--- config.mk ---
export PLATFORM = sky130hd
export DESIGN_NAME = y86_mc_ctrl
export DESIGN_NICKNAME = d
export VERILOG_FILES = /design/src/rtl/y86_mc_ctrl.sv
export SDC_FILE = /design/constraint.sdc
export NUM_CORES = 1
export LEC_CHECK = 0
export ABC_AREA = 1
export CORE_ASPECT_RATIO = 1.75
export CORE_MARGIN = 10
export CORE_UTILIZATION = 30
export DETAILED_ROUTE_END_ITERATION = 8
export GPL_TIMING_DRIVEN = 0
export HOLD_SLACK_MARGIN = 0.1
export SLEW_MARGIN = 30
export SYNTH_ARGS = -nofsm -noshare
export SYNTH_HDL_FRONTEND = slang
export SYNTH_SLANG_ARGS = --single-unit
--- constraint.sdc ---
create_clock -name clk -period 3.6 [get_ports clk]
set_input_delay 0.9 -clock clk [delete_from_list [all_inputs] [get_ports clk]]
set_output_delay 0.9 -clock clk [all_outputs]
set_load 0.01 [all_outputs]
--- src/rtl/y86_mc_ctrl.sv ---
`default_nettype none
// ---------------------------------------------------------------------------
// y86_mc_ctrl : multi-cycle Y86-64 sequencer with req/ack memories and counters
// Rev 1.0
// ---------------------------------------------------------------------------
module y86_mc_ctrl #(
   parameter int CNT_W       = 32,
   parameter int MEM_TIMEOUT = 16,
   parameter int WAIT_W      = 8
) (
   input  logic             clk,
   input  logic             rst,
   input  logic [3:0]       icode,
   input  logic             instr_valid,
   input  logic             imem_ack,
   input  logic             imem_error,
   input  logic             dmem_ack,
   input  logic             dmem_error,
   output logic             imem_req,
   output logic             dmem_req,
   output logic             dmem_wr,
   output logic             ir_we,
   output logic             cc_we,
   output logic             val_we,
   output logic             reg_we,
   output logic             pc_we,
   output logic [2:0]       stat,
   output logic [2:0]       state,
   output logic [CNT_W-1:0] cycle_cnt,
   output logic [CNT_W-1:0] instr_cnt
);

   typedef enum logic [2:0] {
      S_FETCH  = 3'd0,
      S_DECODE = 3'd1,
      S_EXEC   = 3'd2,
      S_MEM    = 3'd3,
      S_WB     = 3'd4,
      S_PC     = 3'd5,
      S_HALT   = 3'd6
   } state_t;

   localparam logic [2:0]        STAT_AOK = 3'd1;
   localparam logic [2:0]        STAT_HLT = 3'd2;
   localparam logic [2:0]        STAT_ADR = 3'd3;
   localparam logic [2:0]        STAT_INS = 3'd4;
   localparam logic [CNT_W-1:0]  CNT_MAX  = '1;
   localparam logic [WAIT_W-1:0] WAIT_MAX = '1;

   state_t            state_q, state_d;
   logic [2:0]        stat_q, stat_d;
   logic [WAIT_W-1:0] wait_q, wait_d;
   logic [CNT_W-1:0]  cycle_cnt_q, cycle_cnt_d;
   logic [CNT_W-1:0]  instr_cnt_q, instr_cnt_d;
   logic              halted_q, halted_d;

   logic imem_req_c, dmem_req_c, dmem_wr_c, ir_we_c;
   logic cc_we_c, val_we_c, reg_we_c, pc_we_c;
   logic timeout_hit;
   logic [WAIT_W-1:0] wait_inc;

   // Timeout fires in the cycle whose unacked wait would reach the limit.
   assign timeout_hit = (MEM_TIMEOUT > 0) && (int'(wait_q) == MEM_TIMEOUT - 1);
   assign wait_inc    = (wait_q == WAIT_MAX) ? wait_q : wait_q + 1'b1;

   always_comb begin
      state_d    = state_q;
      stat_d     = stat_q;
      wait_d     = '0;
      imem_req_c = 1'b0;
      dmem_req_c = 1'b0;
      dmem_wr_c  = 1'b0;
      ir_we_c    = 1'b0;
      cc_we_c    = 1'b0;
      val_we_c   = 1'b0;
      reg_we_c   = 1'b0;
      pc_we_c    = 1'b0;
      case (state_q)
         S_FETCH: begin
            imem_req_c = 1'b1;
            if (imem_ack) begin
               if (imem_error) begin
                  stat_d  = STAT_ADR;
                  state_d = S_HALT;
               end else begin
                  ir_we_c = 1'b1;
                  state_d = S_DECODE;
               end
            end else if (timeout_hit) begin
               stat_d  = STAT_ADR;
               state_d = S_HALT;
            end else begin
               wait_d = wait_inc;
            end
         end
         S_DECODE: begin
            if (!instr_valid) begin
               stat_d  = STAT_INS;
               state_d = S_HALT;
            end else if (icode == 4'h0) begin
               stat_d  = STAT_HLT;
               state_d = S_HALT;
            end else begin
               state_d = S_EXEC;
            end
         end
         S_EXEC: begin
            val_we_c = 1'b1;
            cc_we_c  = (icode == 4'h6);
            case (icode)
               4'h4, 4'h5, 4'h8, 4'h9, 4'hA, 4'hB: state_d = S_MEM;
               4'h2, 4'h3, 4'h6:                   state_d = S_WB;
               default:                            state_d = S_PC;
            endcase
         end
         S_MEM: begin
            dmem_req_c = 1'b1;
            dmem_wr_c  = (icode == 4'h4) || (icode == 4'h8) || (icode == 4'hA);
            if (dmem_ack) begin
               if (dmem_error) begin
                  stat_d  = STAT_ADR;
                  state_d = S_HALT;
               end else begin
                  state_d = S_WB;
               end
            end else if (timeout_hit) begin
               stat_d  = STAT_ADR;
               state_d = S_HALT;
            end else begin
               wait_d = wait_inc;
            end
         end
         S_WB: begin
            case (icode)
               4'h2, 4'h3, 4'h5, 4'h6, 4'h8, 4'h9, 4'hA, 4'hB: reg_we_c = 1'b1;
               default:                                        reg_we_c = 1'b0;
            endcase
            state_d = S_PC;
         end
         S_PC: begin
            pc_we_c = 1'b1;
            state_d = S_FETCH;
         end
         S_HALT: state_d = S_HALT;
         default: begin
            stat_d  = STAT_INS;
            state_d = S_HALT;
         end
      endcase
   end

   // The first HALT cycle still counts as the cycle of the transition.
   always_comb begin
      halted_d    = (state_q == S_HALT);
      cycle_cnt_d = cycle_cnt_q;
      instr_cnt_d = instr_cnt_q;
      if (!(halted_d && halted_q) && (cycle_cnt_q != CNT_MAX))
         cycle_cnt_d = cycle_cnt_q + 1'b1;
      if ((state_q == S_PC) && (instr_cnt_q != CNT_MAX))
         instr_cnt_d = instr_cnt_q + 1'b1;
   end

   always_ff @(posedge clk or posedge rst) begin
      if (rst) begin
         state_q     <= S_FETCH;
         stat_q      <= STAT_AOK;
         wait_q      <= '0;
         cycle_cnt_q <= '0;
         instr_cnt_q <= '0;
         halted_q    <= 1'b0;
      end else begin
         state_q     <= state_d;
         stat_q      <= stat_d;
         wait_q      <= wait_d;
         cycle_cnt_q <= cycle_cnt_d;
         instr_cnt_q <= instr_cnt_d;
         halted_q    <= halted_d;
      end
   end

   assign imem_req  = imem_req_c & ~rst;
   assign dmem_req  = dmem_req_c & ~rst;
   assign dmem_wr   = dmem_wr_c  & ~rst;
   assign ir_we     = ir_we_c    & ~rst;
   assign cc_we     = cc_we_c    & ~rst;
   assign val_we    = val_we_c   & ~rst;
   assign reg_we    = reg_we_c   & ~rst;
   assign pc_we     = pc_we_c    & ~rst;
   assign stat      = stat_q;
   assign state     = state_q;
   assign cycle_cnt = cycle_cnt_q;
   assign instr_cnt = instr_cnt_q;

endmodule
`default_nettype wire

Word level (Yosys, flattened, before mapping):

Memory sizes are Yosys's and may differ from the RTL's.
Index checks and enable logic that the tools add are counted.

* muxes and demuxes: 31
* reductions and logical operators: 10
* add/sub/neg operators: 3
* eq/ne operators: 17
* bitwise gates (word level): 10

Operator list (count)
* 32-bit by 1-bit adder with 32-bit output, second input constant: 2
* 32-bit != test, second input constant: 2
* 3-bit two-way mux: 13
* 8-bit two-way mux: 4
* 3-bit one-hot mux with 6 select lines: 1
* 8-bit one-hot mux with 2 select lines: 1
* 3-bit one-hot mux with 4 select lines: 1
* 1-bit two-way mux: 10
* 3-bit equality test, second input constant: 3
* 3-bit != test, second input constant: 3
* 8-bit by 1-bit adder with 8-bit output, second input constant: 1
* 1-bit AND: 8
* 4-bit by 3-bit equality test with 1-bit output, second input constant: 2
* 4-bit equality test, second input constant: 2
* 8-bit by 5-bit equality test with 1-bit output, second input constant: 1
* 8-bit equality test, second input constant: 1
* 3-bit by 2-bit equality test with 1-bit output, second input constant: 2
* 4-bit logical NOT: 1
* 4-bit AND reduction: 1
* 4-bit OR reduction: 1
* 3-bit by 1-bit equality test with 1-bit output, second input constant: 1
* 1-bit logical AND: 3
* 3-bit logical NOT: 1
* 1-bit logical OR: 2
* other kinds (3): 4

* output and inout bits: 78
* register bits after elaboration: 79
* memories kept: 2
* word-level logic and storage cells: 79
* bits of input ports: 11
* memory bits (read-only): 64

Memories
* (name not given): words 16, bits a word 3, read ports 1, clocked after memory_dff 0, write ports 0, RTL line 110 `case (icode)`
* (name not given): words 16, bits a word 1, read ports 1, clocked after memory_dff 0, write ports 0, RTL line 134 `case (icode)`

Longest topological paths before layout:

Gate-level depths: netlist of run 1.

* depth after elaboration: 5
* gate-level depth with buffers: 12
* gate-level depth less buffers: 10

Least setup slack after synthesis of run 1:

Ideal clock, no wire load.

* path type: input-to-output
* start: input rst
* end: output dmem_wr
* setup slack: 1038 ps
* cell stages on the path: 4
* data required time: 2700 ps
* arrival time: 1662 ps
* path buffers: 1
* cells stage by stage: clkbuf_1 nor2_1 o21ai_0 nor3_1

* word-level cells in the longest chain between the ends: 2

Ends and longest elaborated chain
* from (decl): RTL line 12 `input logic rst,`
* 1-bit inverter: RTL line 183 `assign dmem_wr = dmem_wr_c & ~rst;`
* 1-bit AND: RTL line 183
* to (decl): RTL line 21 `output logic dmem_wr,`

Every way passes these cells.

Final worst setup path of run 1:

* start: input icode[1]
* end: output dmem_wr

* word-level cells in the longest chain between the ends: 5
* elaborated cells between the ends (all ways): 7
* those cells by class: eq/ne (3); mux (1); bitwise (1); reduce/logical (2)

Ends and longest elaborated chain
* from (decl): RTL line 13 `input logic [3:0] icode,`
* 4-bit by 3-bit equality test with 1-bit output / 4-bit equality test (equally long branches): RTL line 118 `dmem_wr_c = (icode == 4'h4) || (icode == 4'h8) || (icode == 4'hA);`
* 1-bit logical OR: RTL line 118
* 1-bit logical OR *: RTL line 118
* 1-bit two-way mux *: RTL line 78 `case (state_q)`
* 1-bit AND *: RTL line 183

Mark *: on every way between the ends. The rest lies on a longest branch, timed or not.

==> results.yml, run 1 <==
layout:
  nets: 980
  fill_cells: 1931
  area_growth_pct: 28.42
  multiInputGateArea_um2: 2978
  layout-drive-gt1-share_pct: 4.855
  layout_common_cells: "426 x nand2_1, 130 x nor2_1, 85 x clkdlybuf4s50_1, 78 x dfrtp_1, 76 x inv_1"
  antenna-diode-count: 0
  fin_area_um2: 6852
  register_area_um2: 1978
  final_common_cell: "nand2_1"
  fin_cells: 1199
routing:
  num_vias: 5456
  firstDrtPassIters: 4
  dr_wl_met2_um: 9631
  drt-met1-wl_um: 5825
  top_layer: "met4"
  routed_wirelength_um: 16920
  wl_met3_um: 646
  viasPerCell: 4.550
  drc: 0
  post_drt_wl_per_cell_um: 14.11
  ant_nets: 0
  drtIter0Drc: 236
clock_network:
  clk_latency_ns: 0.34
  ctsResizeCount: 1
  ctsLongestPathBuffers: 2
  h-tree-depth: 3
  cts_setup_buffers: 0
  cts_num_sinks: 79
  numCtsBuffers: 9
  holdBufCountCts: 0
  root_buffer: "clkbuf_16"
  clk_pin_slew_ns: 0.06
  cts_tree: "yes"
die:
  die_w_um: 120.8
  io_pins: 89
  placementRows: 64
  start_util_pct: 30.56
  die_y_um: 196.4
  die_area_um2: 23730
  core_area_um2: 17460
sta:
  rsz0062_at_grt: "no"
  clock_skew_ns: 0.008855
  setup_violations: 0
  period_share_pct: 95.09
  slew_headroom_pct: 66.07
  hold_viol_final: 0
  worst_pin_slew_ns: 0.5071
  fin_crit_ns: 3.423
  maxSlewViolCount: 0
  max_freq_ghz: 0.2921
critical_path:
  critPathMaxFanout: 4
  cp_cell_sequence: "clkdlybuf4s50_1 -> ha_1 -> inv_1 -> nor2_1 -> o21ai_0 -> nor3_1 -> clkdlybuf4s50_1"
  crit_path_end_kind: "primary output"
  path_class: "in -> out"
  crit_family: "buffers and inverters"
  cp_slowest_cell: "clkdlybuf4s50_1"
  crit_path_frequent_cell: "clkdlybuf4s50_1"
  crit_buf_inv: 3
  cp-start-kind: "input port"
  reg2reg_depth: 11
  r2r_end: "cycle_cnt[9]"
  cp_data_arrival_time_ns: 2.52
  max_stage_delay_ns: 0.58
  r2r_slack_ns: 1.37
  required_ns: 2.70
  rr_startpoint: "cycle_cnt[0]"
hold_path:
  hold_end: "stat[2]"
  min_from: "stat[2]"
  min_path_cells: 2
  hold_path.class: "reg -> reg"
synth:
  synth_nets: 881
  ys.warnings.count: 0
  synth_seq_area_share_pct: 37.08
  syn_inst: 864
  yosysUniqueCellTypes: 29
  ys_seq_elements: 79
  syn_area_per_cell_um2: 6.175
  syn_area_um2: 5335
placed_design:
  dp_hpwl_um: 13470
  place.gp.congestion: 0.9812
  port-buffer-count: 87
  dpl_cell_area_um2: 6528
  place_inst: 1183
run:
  maxCapViolCount: 0
power_and_ir_drop:
  peakVddDrop_v: 0.0001742
  p_leak_nw: 3.112
  powerDensity_nw_per_um2: 284.5
global_route:
  grt_pass1_wl_um: 27800
  grt_max_degree: 61
  gr-usage-all-layers_pct: 14.63
  grt_pass1_vias: 5637
  gr-total-overflow: 0
  antenna_found_initial: 0
outcome:
  outcome: "complete, no violations"
-- through the flow --
| stage | power [mW] | utilization (%) | TNS, ns | hold slack (ns) | worst slack [ns] |
|---|---|---|---|---|---|
| global route | 2.024 | 39.25 | 0 | 0.5002 | 0.09747 |
| finish | 1.949 | 39.25 | 0 | 0.4743 | 0.1769 |
| floorplan | 0.9280 | - | 0 | 0.4783 | 0.4971 |
| global placement | 0.9495 | 37.21 | -63.06 | 0.4604 | -0.8122 |
| detailed placement | 0.9538 | 37.39 | -0.01247 | 0.4619 | -0.01247 |
| CTS | 1.986 | 39.23 | 0 | 0.4769 | 0.06930 |
-- kinds of logic (layout without fill, tap and decap cells) --
logic type	count (synthesis)	count (layout)	synth area share [%]
compound gates	25	25	2.556
xor+xnor	26	26	4.268
fa+ha+maj	6	6	1.407
buf+inv	94	198	7.106
flops	79	79	37.08
simple gates	634	634	47.58
-- registers in the layout, summed over array words and instances (netlist names) --
register	cells
cycle_cnt	32
halted_q	1
instr_cnt	32
stat	3
state	3
wait_q	8
-- worst reg2reg max path, delay by kind of cell, from the launching register on --
kind	cells	cell delay (ns)
buffers and inverters	3	0.44
and+or+nand+nor	7	0.87
adders and majority gates	1	0.34
DFF	1	0.46
-- area by class of cell --
type,instances,share of cell area (%)
sequential,79,28.87
tap,231,4.218
clock buffer,10,3.488
multi-input combinational,691,43.46
clock inverter,6,1.224
buffer,13,1.096
inverter,81,4.511
timing repair buffer,88,13.13
-- how the worst max path moves through the flow --
| stage | to | cells after the start | slack, ns | from |
|---|---|---|---|---|
| global placement | instr_cnt[5] | 2 | -0.81 | rst |
| global route | dmem_wr | 7 | 0.1 | icode[1] |
| floorplan | cycle_cnt[0] | 2 | 0.50 | rst |
| finish | dmem_wr | 7 | 0.18 | icode[1] |
| CTS | ir_we | 7 | 0.07 | imem_ack |
| detailed placement | reg_we | 6 | -0.01 | icode[1] |
-- report_power, final --
group	switching, mW	internal, mW
logic	0.0311	0.0163
registers	0	0.888
clock network	0.390	0.624
-- synthesized netlist by cell type --
library cell	instances	area, µm²
o22ai_1	1	6.260
nand2_4	1	11.26
buf_2	9	45.04
nor2_1	130	488.0
dfrtp_1	78	1952
nand4_1	7	43.79
or2_2	1	6.260
inv_2	4	15.01
xnor2_1	10	87.58
nor4_1	2	12.51
xor2_1	16	140.1
nand2_1	426	1599
inv_1	77	289.0
o2111ai_1	1	8.760
nand3b_1	3	22.52
nand2_2	7	43.79
nand3_1	48	240.2
dfstp_2	1	26.28
buf_6	2	22.52
a31oi_1	1	6.260
nor3_1	4	20.02
and2_1	1	6.260
ha_1	6	75.07
clkbuf_1	2	7.510
nor2_4	4	45.04
o21ai_0	15	75.07
o21bai_1	1	7.510
a21oi_1	5	25.02
o211ai_1	1	7.510
-- metal layers --
layer  global-route usage [%]  vias up
li1                         -     2837
met1                    13.44     2454
met2                    28.61      124
met3                    2.719       41
met4                    8.618        0
met5                        0        -
Note: power is estimated with default switching activity, not from simulation.
==> run 2: changes to the inputs <==
==> constraint.sdc (replaced) <==
create_clock -name clk -period 3.8 [get_ports clk]
set_input_delay 0.95 -clock clk [delete_from_list [all_inputs] [get_ports clk]]
set_output_delay 0.95 -clock clk [all_outputs]
set_load 0.01 [all_outputs]
==> results.yml, run 2 (synthesis results as in run 1) <==
outcome:
  outcome: "complete, no violations"
sta:
  fin_crit_ns: 3.715
  setup_ws_ns: 0.08512
  slew_headroom_pct: 66.06
  clock_skew_ns: 0.008145
  holdWs_ns: 0.4745
  rsz0062_at_grt: "no"
  period_share_pct: 97.76
  max_freq_ghz: 0.2692
  worst_pin_slew_ns: 0.5072
  hold_viol_final: 0
  setup_violations: 0
  maxSlewViolCount: 0
placed_design:
  dp_slack_ns: 0.08753
  place.gp.congestion: 0.9812
  dpl_cell_area_um2: 6528
  dp_hpwl_um: 13470
  port-buffer-count: 87
layout:
  antenna-diode-count: 0
  fill_cells: 1929
  fin_area_um2: 6850
  layout_common_cells: "426 x nand2_1, 130 x nor2_1, 87 x clkdlybuf4s50_1, 78 x dfrtp_1, 76 x inv_1"
  nets: 980
  area_growth_pct: 28.40
  final_common_cell: "nand2_1"
  register_area_um2: 1978
  layout-drive-gt1-share_pct: 4.855
  multiInputGateArea_um2: 2978
critical_path:
  cp-start-kind: "input port"
  crit_start: "icode[1]"
  required_ns: 2.85
  rr_startpoint: "cycle_cnt[0]"
  reg2reg_depth: 11
  path_class: "in -> out"
  crit_path_end_kind: "primary output"
  critPathMaxFanout: 4
  r2r_end: "cycle_cnt[9]"
  cp_data_arrival_time_ns: 2.76
  r2r_slack_ns: 1.57
  endpoint: "reg_we"
run:
  maxCapViolCount: 0
die:
  die_y_um: 196.4
  io_pins: 89
  die_area_um2: 23730
  core_area_um2: 17460
  die_w_um: 120.8
  placementRows: 64
  start_util_pct: 30.56
global_route:
  grt_pass1_vias: 5637
  grt_pass1_wl_um: 27800
  gr-usage-all-layers_pct: 14.63
  gr-total-overflow: 0
  grt_max_degree: 61
  antenna_found_initial: 0
power_and_ir_drop:
  p_leak_nw: 3.088
  power_mw: 1.848
  peakVddDrop_v: 0.0001651
  powerDensity_nw_per_um2: 269.7
hold_path:
  hold_path.class: "reg -> reg"
clock_network:
  cts_tree: "yes"
  ctsResizeCount: 0
  ctsLongestPathBuffers: 2
  cts_num_sinks: 79
  root_buffer: "clkbuf_16"
  clk_latency_ns: 0.34
  clk_pin_slew_ns: 0.06
  holdBufCountCts: 0
  numCtsBuffers: 9
  cts_setup_buffers: 0
  h-tree-depth: 3
routing:
  routed_wirelength_um: 16900
  viasPerCell: 4.549
  num_vias: 5454
  drtIter0Drc: 243
  ant_nets: 0
  drc: 0
  firstDrtPassIters: 4
  post_drt_wl_per_cell_um: 14.09
[run 2: changes by cell type in the layout (fill, tap and decap cells not counted)]
cell             change
dlygate4sd2_1        -1
clkdlybuf4s50_1      +2
dlymetal6s2s_1       -1
[run 2: power breakdown]
group          switching, mW  total, mW  internal [mW]
Sequential                 0      0.841          0.841
Combinational         0.0294     0.0449         0.0155
Clock                  0.370      0.962          0.592
Total                  0.400       1.85           1.45
[run 2: metrics by stage]
step | std cells | util, % | TNS, ns
after floorplan | 864 | - | 0
after global placement | 1182 | 37.21 | -51.32
after detailed placement | 1183 | 37.39 | 0
after CTS | 1199 | 39.24 | 0
after global routing | 1199 | 39.24 | 0
final | 1199 | 39.24 | 0
[run 2: layer usage]
metal,global-route usage [%],vias to the layer above,part of all wire (%)
met1,13.44,2460,35
li1,-,2837,-
met3,2.719,41,3.6
met4,8.618,0,4.8
met2,28.61,116,57
met5,0,-,0
[run 2: final cells by class]
class	count	area share (%)
sequential	79	28.88
timing repair buffer	88	13.11
tap	231	4.219
buffer	13	1.096
clock buffer	10	3.489
inverter	81	4.511
clock inverter	6	1.224
multi-input combinational	691	43.47
[run 2: critical path: stages]
cell             delay (ns)
clkdlybuf4s50_1        0.52
inv_1                  0.07
ha_1                   0.27
o22ai_1                0.08
nor4_1                 0.25
clkdlybuf4s50_1        0.61
[run 2: worst min-delay path by stage]
stage | start | end | cells after the start
final | stat[2] | stat[2] | 2
after global routing | stat[0] | stat[0] | 2
after CTS | stat[2] | stat[2] | 2
after detailed placement | stat[2] | stat[2] | 2
after global placement | stat[2] | stat[2] | 2
after floorplan | stat[0] | stat[0] | 2
==> run 3: changes to the inputs <==
--- a/config.mk
+++ b/config.mk
@@ -12,6 +12,8 @@
 export DETAILED_ROUTE_END_ITERATION = 8
 export GPL_TIMING_DRIVEN = 0
 export HOLD_SLACK_MARGIN = 0.1
+export MAX_ROUTING_LAYER = met4
+export PLACE_DENSITY_LB_ADDON = 0.1
 export SLEW_MARGIN = 30
 export SYNTH_ARGS = -nofsm -noshare
 export SYNTH_HDL_FRONTEND = slang
==> results.yml, run 3 (synthesis results as in run 1) <==
placed_design:
  place.gp.congestion: 0.9332
  dp_slack_ns: 0.1409
  dpl_cell_area_um2: 6528
  port-buffer-count: 87
  dp_hpwl_um: 14550
clock_network:
  clk_latency_ns: 0.33
  numCtsBuffers: 9
  h-tree-depth: 3
  holdBufCountCts: 0
  root_buffer: "clkbuf_16"
  cts_tree: "yes"
  ctsResizeCount: 0
  clk_pin_slew_ns: 0.06
  cts_num_sinks: 79
  ctsLongestPathBuffers: 2
  cts_setup_buffers: 0
routing:
  drt-met1-wl_um: 6083
  wl_met3_um: 524
  num_vias: 5477
  dr_wl_met2_um: 10430
  drc: 0
  top_layer: "met4"
  firstDrtPassIters: 4
  viasPerCell: 4.568
  drtIter0Drc: 217
  routed_wirelength_um: 18050
  post_drt_wl_per_cell_um: 15.06
  ant_nets: 0
global_route:
  grt_pass1_wl_um: 28990
  antenna_found_initial: 0
  grt_pass1_vias: 5618
  grt_max_degree: 41
  gr-usage-all-layers_pct: 16.05
  gr-total-overflow: 0
critical_path:
  cp-start-kind: "input port"
  critPathMaxFanout: 4
  cp_data_arrival_time_ns: 2.69
  required_ns: 2.85
  path_class: "in -> out"
  crit_path_end_kind: "primary output"
power_and_ir_drop:
  p_leak_nw: 3.044
  powerDensity_nw_per_um2: 247.2
  peakVddDrop_v: 0.0001749
  power_mw: 1.680
sta:
  setup_violations: 0
  rsz0062_at_grt: "no"
  period_share_pct: 95.70
  fin_crit_ns: 3.636
  setup_ws_ns: 0.1635
  worst_pin_slew_ns: 0.5184
  holdWs_ns: 0.4734
  slew_headroom_pct: 65.31
  hold_viol_final: 0
  max_freq_ghz: 0.2750
  maxSlewViolCount: 0
  clock_skew_ns: 0.008824
run:
  maxCapViolCount: 0
die:
  io_pins: 89
  die_area_um2: 23730
  placementRows: 64
  core_area_um2: 17460
  start_util_pct: 30.56
  die_w_um: 120.8
  die_y_um: 196.4
layout:
  final_common_cell: "nand2_1"
  antenna-diode-count: 0
  final_util_pct: 38.93
  fin_area_um2: 6795
  layout-drive-gt1-share_pct: 4.649
  fill_cells: 1950
  area_growth_pct: 27.37
  layout_common_cells: "426 x nand2_1, 130 x nor2_1, 87 x clkdlybuf4s50_1, 78 x dfrtp_1, 76 x inv_1"
  nets: 980
hold_path:
  hold_path.class: "reg -> reg"
outcome:
  outcome: "complete, no violations"
run 3: cell type report:
type / instances / area [µm²] / area share (%)
Multi-Input combinational cell: 691 / 2978 / 43.82
Sequential cell: 79 / 1978 / 29.11
Timing Repair Buffer: 88 / 898.4 / 13.22
Inverter: 81 / 309.0 / 4.548
Tap cell: 231 / 289.0 / 4.253
Clock buffer: 11 / 232.7 / 3.425
Buffer: 13 / 75.07 / 1.105
Clock inverter: 5 / 35.03 / 0.5156
run 3: path summary, 6_finish.rpt:
path	from	end	slack (ns)	cells after the start
setup reg to reg	cycle_cnt[0]	cycle_cnt[14]	1.55	11
setup / recovery	icode[1]	reg_we	0.16	6
hold / removal	stat[2]	stat[2]	0.47	2
max in group asynchronous	rst	stat[0]	2.43	3
hold reg to reg	stat[2]	stat[2]	0.47	2
min in group asynchronous	rst	instr_cnt[29]	0.78	2
run 3: where the power goes:
group          switching (mW)  internal [mW]
registers                   0          0.841
clock network           0.351          0.442
logic                  0.0303         0.0154
run 3: critical path, stage by stage:
cell and delay (ns):
clkdlybuf4s50_1 0.54, inv_1 0.08, ha_1 0.27, o22ai_1 0.08, nor4_1 0.16, clkdlybuf4s50_1 0.60
run 3: metal layers:
metal	vias to the layer above	GRT usage, %
met5	-	-
met4	0	9.381
met3	47	2.461
met2	112	31.70
met1	2480	13.53
li1	2838	-
run 3: through the flow:
step	cells	setup TNS, ns
4_1_cts	1199	0
5_1_grt	1199	0
2_1_floorplan	864	0
6_report	1199	0
3_3_place_gp	1182	-49.99
3_5_place_dp	1183	0
